[src/rtl/button_event_gen.sv]
// Press/release/auto-repeat event generator for four debounced buttons.
// Auto-repeat (shared prescaler plus per-button tick counters) is built only when BUTTON_AUTOREPEAT_EN is defined.
module button_event_gen #(
  parameter int DIV_WIDTH    = 16,
  parameter int HOLD_TICKS   = 24,
  parameter int REPEAT_TICKS = 6
) (
  input  logic       clk,
  input  logic       rst_n,
  input  logic [3:0] button_in,
  output logic [3:0] press_pulse,
  output logic [3:0] release_pulse,
  output logic [3:0] repeat_pulse,
  output logic [3:0] held,
  output logic       any_event
);

  typedef enum logic [1:0] {IDLE, HOLD, REPEAT} state_t;

  state_t     state [4];
  logic [3:0] press_cond;
  logic [3:0] release_cond;
  logic [3:0] repeat_cond;

  always_comb begin
    for (int i = 0; i < 4; i++) begin
      press_cond[i]   = (state[i] == IDLE) && button_in[i];
      release_cond[i] = (state[i] != IDLE) && !button_in[i];
    end
  end

`ifdef BUTTON_AUTOREPEAT_EN
  logic [DIV_WIDTH-1:0] prescaler;
  logic                 tick;
  logic [7:0]           count [4];

  always_ff @(posedge clk or negedge rst_n) begin
    if (!rst_n) prescaler <= '0;
    else        prescaler <= prescaler + 1'b1;
  end

  // Ticks follow the free-running prescaler, so the first one after a press may come early.
  assign tick = &prescaler;

  always_comb begin
    for (int i = 0; i < 4; i++)
      repeat_cond[i] = (state[i] != IDLE) && button_in[i] && tick && (count[i] == 8'd1);
  end

  // NOTE: the per-button counters sit in a register array but are still reset; they are a handful of flops, not a RAM.
  always_ff @(posedge clk or negedge rst_n) begin
    if (!rst_n) begin
      for (int i = 0; i < 4; i++) count[i] <= '0;
    end else begin
      for (int i = 0; i < 4; i++) begin
        if (press_cond[i])                         count[i] <= 8'(HOLD_TICKS);
        else if (repeat_cond[i])                   count[i] <= 8'(REPEAT_TICKS);
        else if (button_in[i] && state[i] != IDLE && tick) count[i] <= count[i] - 8'd1;
      end
    end
  end
`else
  logic unused_cfg;
  assign unused_cfg  = ^{32'(DIV_WIDTH), 32'(HOLD_TICKS), 32'(REPEAT_TICKS)};
  assign repeat_cond = '0;
`endif

  // NOTE: all state and output registers use non-blocking assignments so every flop samples pre-edge values.
  always_ff @(posedge clk or negedge rst_n) begin
    if (!rst_n) begin
      for (int i = 0; i < 4; i++) state[i] <= IDLE;
      press_pulse   <= '0;
      release_pulse <= '0;
      repeat_pulse  <= '0;
      held          <= '0;
      any_event     <= 1'b0;
    end else begin
      press_pulse   <= press_cond;
      release_pulse <= release_cond;
      repeat_pulse  <= repeat_cond;
      any_event     <= |{press_cond, release_cond, repeat_cond};
      for (int i = 0; i < 4; i++) begin
        held[i] <= press_cond[i] || ((state[i] != IDLE) && !release_cond[i]);
        if (press_cond[i])        state[i] <= HOLD;
        else if (release_cond[i]) state[i] <= IDLE;
        else if (repeat_cond[i])  state[i] <= REPEAT;
      end
    end
  end

endmodule
[config.mk]
export PLATFORM = sky130hd
export DESIGN_NAME = button_event_gen
export DESIGN_NICKNAME = d
export VERILOG_FILES = /design/src/rtl/button_event_gen.sv
export SDC_FILE = /design/constraint.sdc
export NUM_CORES = 1
export LEC_CHECK = 0
export BUFFER_PORTS_ARGS = -buffer_cell sky130_fd_sc_hd__buf_2
export CAP_MARGIN = 10
export CORE_UTILIZATION = 50
export CTS_CLUSTER_DIAMETER = 80
export DETAILED_ROUTE_END_ITERATION = 10
export GPL_TIMING_DRIVEN = 0
export PLACE_DENSITY_LB_ADDON = 0.25
export SLEW_MARGIN = 15
export SYNTH_ARGS = -nofsm -noshare
export SYNTH_HDL_FRONTEND = slang
export SYNTH_SLANG_ARGS = --single-unit
[constraint.sdc]
create_clock -name clk -period 3.96 [get_ports clk]
set_clock_uncertainty 0.2 [all_clocks]
set_input_delay 1.188 -clock clk [delete_from_list [all_inputs] [get_ports clk]]
set_output_delay 1.188 -clock clk [all_outputs]
set_load 0.01 [all_outputs]
==> out/results.txt, run 1 <==
Crit path required time: 2.57 ns
Residual DRC: 0
Final HPWL DP: 733 um
Reg2Reg Launch Point: state[6]
H-tree depth: 1
GRT Residual Overflow: 0
Worst Path Max Fanout: 1
fin crit share: 54.9%
total core area: 1320 um2
number of max-cap violations: 0
Final setup viols: 0
Reg area: 425 um2
Final #Nets: 97
top post-synthesis cells by area: dfrtp_1 59%, ha_1 21%, buf_4 4.1%
count leader, synth: dfrtp_1
Die ar.: 1610 um2
Slowest-stage cell, CP: dfrtp_1
via/cell ratio: 4.48
CTS Hold Buffers Added: 0
worst setup path start: release_pulse[2]
r2r setup slk: 2.60 ns
RSZ-0062 raised after global routing: no
Hold WC Path Type: flip-flop to flip-flop
final hold vios: 0
row count: 13
# fillers: 98
synthesized instance count: 53
setup TNS: 0 ns
Post-Route WL: 923 um
WL per Instance: 9.92 um
kind of cell adding the most delay to the critical path: flip-flops
Setup crit end: release_pulse[2]
final hold slack: 0.373 ns
Final Util: 66.2%
top cells by count, synth: 17 x dfrtp_1, 12 x ha_1, 8 x inv_1
commonest register cell after synthesis: dfrtp_1
critical path launch point type: flip-flop
Vias: 417
Clk Latency, worst-skew pair: 0.28 ns
Starting Density: 55.1%
NetSw: 0.000157 W
PwrDens: 586 nW/um2
TritonCTS clock tree: yes
internal power: 0.000354 W
Yosys reg bits: 17
Ant. Diodes: 0
Root Driver: clkbuf_4
gr usage total: 14.1%
reg2reg end: any_event
Inserted Clock Buffers: 3
Leakage Power: 0.505 nW
critical-path cell list: buf_2
Mapped Area: 726 um2
post-synth top area share: 58.6%
number of synthesized flops with an enable pin: 0
WP buf/inv: 1
design area: 872 um2
Seq/Total Area, Yosys: 58.6%
Reg clk slew, reported paths: 0.09 ns
Worst Setup Path Type: flip-flop to primary output
GPL Wtd Cong: 0.636
Top Ports: 23
area of the multi-input gates: 251 um2
max incr delay on CP: 0.37 ns
syn avg cell area: 13.7 um2
largest net degree at the start of global routing: 18
synth unique cells: 11
height of the die: 40.1 um
drt first pass iters: 4
first-pass GRT wire length: 1440 um
Reg2Reg Depth: 4
top cell type by total area after synthesis: dfrtp_1
Final Max Tran Viols: 0
part of the power in registers: 50.3%
Ys Warns: 0
WP depth: 1
clock share of power: 17.3%
Max Root-Sink Buffers: 2
CTS Sinks: 17
Final ANT Viol Nets: 0
PortBufs: 18
sw frac: 30.7%
CP Data Arrival Time: 0.79 ns
DRT iter0 DRCs: 6
Post-CTS Setup Inserts: 0
share of cells above drive strength 1: 38.5%
Layout area overhead: 20.2%
Post-synth ARST share: 100%
status: completed
crit path time final: 2.18 ns
Comb power frac: 32.4%
DP Area: 846 um2
Crit. End Element: primary output
initial antenna violation count: 0
post-CTS sizing: 0
vias in the first global route: 335
Die W: 40.1 um
Max Freq: 460 MHz
Peak VDD IR: 0.000284 V
## logic make-up after synthesis
group | after synthesis | share of synthesized area [%]
mux | 4 | 6.21
flops | 17 | 58.6
buf+inv | 12 | 8.28
simple gates | 7 | 5.69
other cells | 1 | 0.517
fa+ha+maj | 12 | 20.7
## cells in the final DEF, fill, tap and decap left out, drive strengths merged
master,n
inv,8
mux2,4
ha,12
dfrtp,17
buf,22
conb,4
or2,4
clkbuf,4
nor4,2
nand2,1
## stage by stage
step,setup WS [ns],power (W),cells
global placement,1.72,0.000421,89
detailed placement,1.69,0.000431,89
floorplan,1.85,0.000366,56
global route,1.73,0.000559,93
finish,1.78,0.000511,93
CTS,1.77,0.000519,93
## flip-flops by register name, summed over array words and instances, names as in the netlist
name           cells
any_event          1
held               4
press_pulse        4
release_pulse      4
state              4
## power by group through the flow
stage               registers [W]  logic (W)  clock network [W]
floorplan                0.000281  0.0000853                  0
global placement         0.000259   0.000162                  0
detailed placement       0.000262   0.000169                  0
CTS                      0.000258   0.000169          0.0000914
global route             0.000266   0.000191           0.000101
finish                   0.000257   0.000165          0.0000883
## layout make-up
type                       instances  share of cell area, %
tap                               15                   2.15
clock buffer                       4                   3.01
inverter                           8                   3.44
multi-input combinational         27                   28.8
timing repair buffer              18                   10.3
buffer                             4                   3.44
sequential                        17                   48.8
## worst min-delay path by stage
stage,depth (start not counted),start,to
3_5_place_dp,1,state[0],state[0]
5_1_grt,1,state[0],state[0]
3_3_place_gp,1,state[4],state[4]
6_report,1,state[0],state[0]
4_1_cts,1,state[0],state[0]
2_1_floorplan,1,state[4],state[4]
## routing by layer
| layer | GRT usage [%] | up-vias | share of wire, % |
|---|---|---|---|
| met5 | 0 | - | 0 |
| met4 | 7.76 | 0 | 0.54 |
| met3 | 5.00 | 2 | 7.3 |
| met2 | 20.6 | 18 | 48 |
| met1 | 18.1 | 192 | 44 |
| li1 | - | 205 | - |
Power figures use the tool's default switching activity.
==> run 2: changes to the inputs <==
--- a/config.mk
+++ b/config.mk
@@ -7,7 +7,7 @@
 export LEC_CHECK = 0
 export BUFFER_PORTS_ARGS = -buffer_cell sky130_fd_sc_hd__buf_2
 export CAP_MARGIN = 10
-export CORE_UTILIZATION = 50
+export CORE_UTILIZATION = 47
 export CTS_CLUSTER_DIAMETER = 80
 export DETAILED_ROUTE_END_ITERATION = 10
 export GPL_TIMING_DRIVEN = 0
==> constraint.sdc (replaced) <==
create_clock -name clk -period 2.2 [get_ports clk]
set_clock_uncertainty 0.2 [all_clocks]
set_input_delay 0.66 -clock clk [delete_from_list [all_inputs] [get_ports clk]]
set_output_delay 0.66 -clock clk [all_outputs]
set_load 0.01 [all_outputs]
==> run 2 against run 1 <==
Via count decreased by 4.1%. Clock-buffer cell count unchanged. Largest cell class unchanged. Critical path type unchanged. Critical path depth unchanged.
==> out/results.txt, run 2 (same netlist as run 1, synthesis figures left out) <==
vias in the first global route: 282 (-16%)
gr usage total: 11.3% (-2.9 points)
final hold vios: 0 (unchanged)
Starting Density: 53.1% (-2.0 points)
Ant. Diodes: 0 (unchanged)
total core area: 1370 um2 (+3.7%)
number of max-cap violations: 0 (unchanged)
Root Driver: clkbuf_4
Final HPWL DP: 708 um (-3.5%)
initial antenna violation count: 0 (unchanged)
Inserted Clock Buffers: 3 (unchanged)
PortBufs: 18 (unchanged)
Max Root-Sink Buffers: 2 (unchanged)
Vias: 400 (-4.1%)
Reg area: 425 um2 (unchanged)
share of cells above drive strength 1: 38.5% (unchanged)
CTS Hold Buffers Added: 0 (unchanged)
Top Ports: 23 (unchanged)
reg2reg end: state[2]
Crit path required time: 1.34 ns (-1.23 ns)
H-tree depth: 1 (unchanged)
WP depth: 1 (unchanged)
post-CTS sizing: 0 (unchanged)
Worst Setup Path Type: flip-flop to primary output
Reg clk slew, reported paths: 0.09 ns (about the same)
Final setup viols: 0 (unchanged)
final hold slack: 0.0782 ns (-0.295 ns)
setup TNS: 0 ns (unchanged)
area of the multi-input gates: 251 um2 (unchanged)
overall power: 0.000908 W (+78%)
Final #Nets: 97 (unchanged)
TritonCTS clock tree: yes
Reg2Reg Depth: 2 (-2)
WP buf/inv: 1 (unchanged)
Die ar.: 1710 um2 (+6.1%)
largest net degree at the start of global routing: 18 (unchanged)
Die W: 41.3 um (+3.0%)
Residual DRC: 0 (unchanged)
PwrDens: 1040 nW/um2 (+78%)
row count: 13 (unchanged)
first-pass GRT wire length: 1150 um (-20%)
DRT iter0 DRCs: 3 (-3)
critical path launch point type: flip-flop
Final Max Tran Viols: 0 (unchanged)
critical-path cell list: buf_2
RSZ-0062 raised after global routing: no
crit path time final: 1.64 ns
Max Freq: 611 MHz
r2r setup slk: 0.87 ns (-1.73 ns)
height of the die: 41.3 um (+3.0%)
Slowest-stage cell, CP: dfrtp_1
max incr delay on CP: 0.37 ns (about the same)
Leakage Power: 0.505 nW (unchanged)
kind of cell adding the most delay to the critical path: flip-flops
CP Data Arrival Time: 0.78 ns (about the same)
Peak VDD IR: 0.000501 V (+76%)
commonest non-fill, non-tap cell in the layout: buf_2
Final ANT Viol Nets: 0 (unchanged)
Post-CTS Setup Inserts: 0 (unchanged)
Clk Latency, worst-skew pair: 0.27 ns (about the same)
Layout area overhead: 20.2% (unchanged)
commonest cells after routing, fill and taps aside: 18 x buf_2, 17 x dfrtp_1, 12 x ha_1
CTS Sinks: 17 (unchanged)
drt first pass iters: 2 (-2)
GRT Residual Overflow: 0 (unchanged)
Post-Route WL: 849 um (-8.0%)
Hold WC Path Type: input port to asynchronous set/reset pin
via/cell ratio: 4.30 (-4.1%)
status: completed
WL per Instance: 9.13 um (-8.0%)
Reg2Reg Launch Point: state[2]
Crit. End Element: primary output
# fillers: 125 (+28%)
GPL Wtd Cong: 0.601 (-5.6%)
Worst Path Max Fanout: 1 (unchanged)
fin crit share: 74.3%
-- run 2: cell counts in the layout (fill, tap and decap cells not counted) --
Identical to the previous run, type by type.
-- run 2: worst max-delay path by stage --
stage | from | endpoint | slack, ns
2_1_floorplan | button_in[1] | state[4] | 0.62
3_3_place_gp | button_in[1] | state[4] | 0.49
3_5_place_dp | button_in[1] | state[4] | 0.46
4_1_cts | press_pulse[2] | press_pulse[2] | 0.54
5_1_grt | release_pulse[3] | release_pulse[3] | 0.51
6_report | press_pulse[2] | press_pulse[2] | 0.56
-- run 2: area by class of cell --
type	count	share of cell area, %
Sequential cell	17	48.8
Inverter	8	3.44
Multi-Input combinational cell	27	28.8
Buffer	4	3.44
Clock buffer	4	3.01
Tap cell	15	2.15
Timing Repair Buffer	18	10.3
-- run 2: per-stage QoR --
step           utilization [%]  instance area [um2]  cells  worst slack, ns
6_report                  63.8                  872     93            0.564
5_1_grt                   63.8                  872     93            0.508
4_1_cts                   63.8                  872     93            0.540
3_5_place_dp              61.9                  846     89            0.460
3_3_place_gp              61.9                  846     89            0.485
2_1_floorplan                -                  737     56            0.617
-- run 2: metal layers --
layer | global-route usage [%] | vias to the layer above | routed length [um]
met4 | 9.68 | 0 | 4
li1 | - | 205 | -
met5 | 0 | - | 0
met3 | 3.19 | 2 | 59
met1 | 13.9 | 179 | 357
met2 | 16.0 | 14 | 428
-- run 2: report_power, final --
part	switching, W	internal, W	leakage [nW]	total (W)
Clock	0.0000819	0.0000702	0.0150	0.000152
Combinational	0.000142	0.000152	0.280	0.000294
Sequential	0.0000476	0.000415	0.210	0.000462
Total	0.000272	0.000637	0.505	0.000908
==> run 3: changes to the inputs <==
==> constraint.sdc (replaced) <==
create_clock -name clk -period 1.6 [get_ports clk]
set_clock_uncertainty 0.2 [all_clocks]
set_input_delay 0.48 -clock clk [delete_from_list [all_inputs] [get_ports clk]]
set_output_delay 0.48 -clock clk [all_outputs]
set_load 0.01 [all_outputs]
==> run 3 against run 2 <==
Non-clock buffer count is 1 higher. Critical path depth did not move. Cell count grew 1.1%. Final area increased by 1.1%. First-iteration DRC count stayed put. Die area did not move. Hold slack gained 0.28 ns. Clock power increased by 38%. Sequential cell count unchanged. Global-route usage rose by 0.23 points. Critical path type unchanged.
==> out/results.txt, run 3 (same netlist as run 1, synthesis figures left out) <==
share of cells above drive strength 1: 38.0% (-0.49 points)
critical path launch point type: flip-flop
final hold vios: 0 (unchanged)
vias in the first global route: 293 (+3.9%)
Vias: 407 (+1.8%)
total core area: 1370 um2 (unchanged)
largest net degree at the start of global routing: 18 (unchanged)
DP Area: 846 um2 (unchanged)
Final setup viols: 0 (unchanged)
hold_sp: button_in[2]
Die W: 41.3 um (unchanged)
Residual DRC: 0 (unchanged)
Reg area: 425 um2 (unchanged)
PortBufs: 18 (unchanged)
CTS Sinks: 17 (unchanged)
max incr delay on CP: 0.37 ns (about the same)
crit path time final: 1.46 ns
kind of cell adding the most delay to the critical path: flip-flops
Final Util: 64.6% (+0.73 points)
Reg2Reg Depth: 2 (unchanged)
CP Data Arrival Time: 0.78 ns (about the same)
Final Max Tran Viols: 0 (unchanged)
GRT Residual Overflow: 0 (unchanged)
first-pass GRT wire length: 1170 um (+1.8%)
overall power: 0.00125 W (+38%)
area of the multi-input gates: 251 um2 (unchanged)
Layout area overhead: 21.6%
Crit path required time: 0.92 ns (-0.42 ns)
number of max-cap violations: 0 (unchanged)
Setup WS pre-CTS: 0.0404 ns (-0.420 ns)
Max Freq: 687 MHz
fin crit share: 91.0%
WL per Instance: 9.29 um (+1.7%)
Inserted Clock Buffers: 3 (unchanged)
GPL Wtd Cong: 0.601 (unchanged)
# fillers: 124 (-0.80%)
Slowest-stage cell, CP: dfrtp_1
setup TNS: 0 ns (unchanged)
H-tree depth: 1 (unchanged)
Worst Setup Slack, final: 0.144 ns (-0.421 ns)
Peak VDD IR: 0.000689 V (+38%)
Crit. End Element: primary output
Worst Path Max Fanout: 1 (unchanged)
Root Driver: clkbuf_4
gr usage total: 11.5% (+0.23 points)
design area: 882 um2 (+1.1%)
Top Ports: 23 (unchanged)
DRT iter0 DRCs: 3 (unchanged)
Ant. Diodes: 0 (unchanged)
commonest cells after routing, fill and taps aside: 18 x buf_2, 17 x dfrtp_1, 12 x ha_1
hold-critical path depth: 2
row count: 13 (unchanged)
status: completed
Die ar.: 1710 um2 (unchanged)
Max Root-Sink Buffers: 2 (unchanged)
initial antenna violation count: 0 (unchanged)
Clk Latency, worst-skew pair: 0.27 ns (about the same)
Reg clk slew, reported paths: 0.09 ns (about the same)
Reg2Reg Launch Point: state[2]
Final ANT Viol Nets: 0 (unchanged)
Worst Setup Path Type: flip-flop to primary output
Starting Density: 53.1% (unchanged)
Final HPWL DP: 708 um (unchanged)
worst setup path start: press_pulse[2]
Leakage Power: 0.510 nW (+0.83%)
post-CTS sizing: 0 (unchanged)
WP depth: 1 (unchanged)
PwrDens: 1420 nW/um2 (+36%)
TritonCTS clock tree: yes
via/cell ratio: 4.33 (+0.67%)
RSZ-0062 raised after global routing: no
Post-Route WL: 873 um (+2.8%)
Final #Nets: 98 (+1.0%)
critical-path cell list: buf_2
drt first pass iters: 2 (unchanged)
height of the die: 41.3 um (unchanged)
WP buf/inv: 1 (unchanged)
Hold WC Path Type: input port to flip-flop
commonest non-fill, non-tap cell in the layout: buf_2
-- run 3: cell count changes in the layout (fill, tap and decap cells not counted) --
cell,previous run,this run
dlygate4sd3_1,0,1
-- run 3: metrics by stage --
stage / hold WS [ns] / cells
after floorplan: -0.0156 / 56
after global placement: 0.210 / 89
after detailed placement: 0.212 / 89
after CTS: 0.342 / 94
after global routing: 0.367 / 94
final: 0.354 / 94
-- run 3: power by group --
group	internal (W)	switching (W)	total (W)
Combinational	0.000210	0.000196	0.000406
Sequential	0.000570	0.0000659	0.000636
Clock	0.0000965	0.000113	0.000210
Total	0.000877	0.000375	0.00125
-- run 3: final timing paths --
kind / slack (ns) / end
min: 0.35 / press_pulse[2]
min in group asynchronous: 0.44 / held[3]
max reg2reg: 0.27 / state[2]
min reg2reg: 0.36 / state[6]
max: 0.14 / press_pulse[2]
max in group asynchronous: 0.50 / state[6]
-- run 3: metal layers --
layer | track usage (%) | vias to the layer above | wire length (um)
met4 | 9.68 | 0 | 4
met2 | 17.2 | 14 | 448
met1 | 13.5 | 183 | 362
li1 | - | 208 | -
met3 | 3.19 | 2 | 58
met5 | 0 | - | 0
-- run 3: final cells by class --
class	count	share of cell area, %
tap	15	2.13
timing repair buffer	19	11.3
multi-input combinational	27	28.5
buffer	4	3.40
sequential	17	48.2
inverter	8	3.40
clock buffer	4	2.98
-- run 3: worst register-to-register path, stage by stage, from the launching register on --
cell and delay (ns):
dfrtp_1 0.42, ha_1 0.29, mux2_2 0.32
-- run 3: what timing repair did --
item / in CTS / in global routing
endpoints found under the hold margin: 17 / 0
hold buffers: 1 / 0
buffers inserted: 0 / 0
setup endpoints to repair: 0 / 0
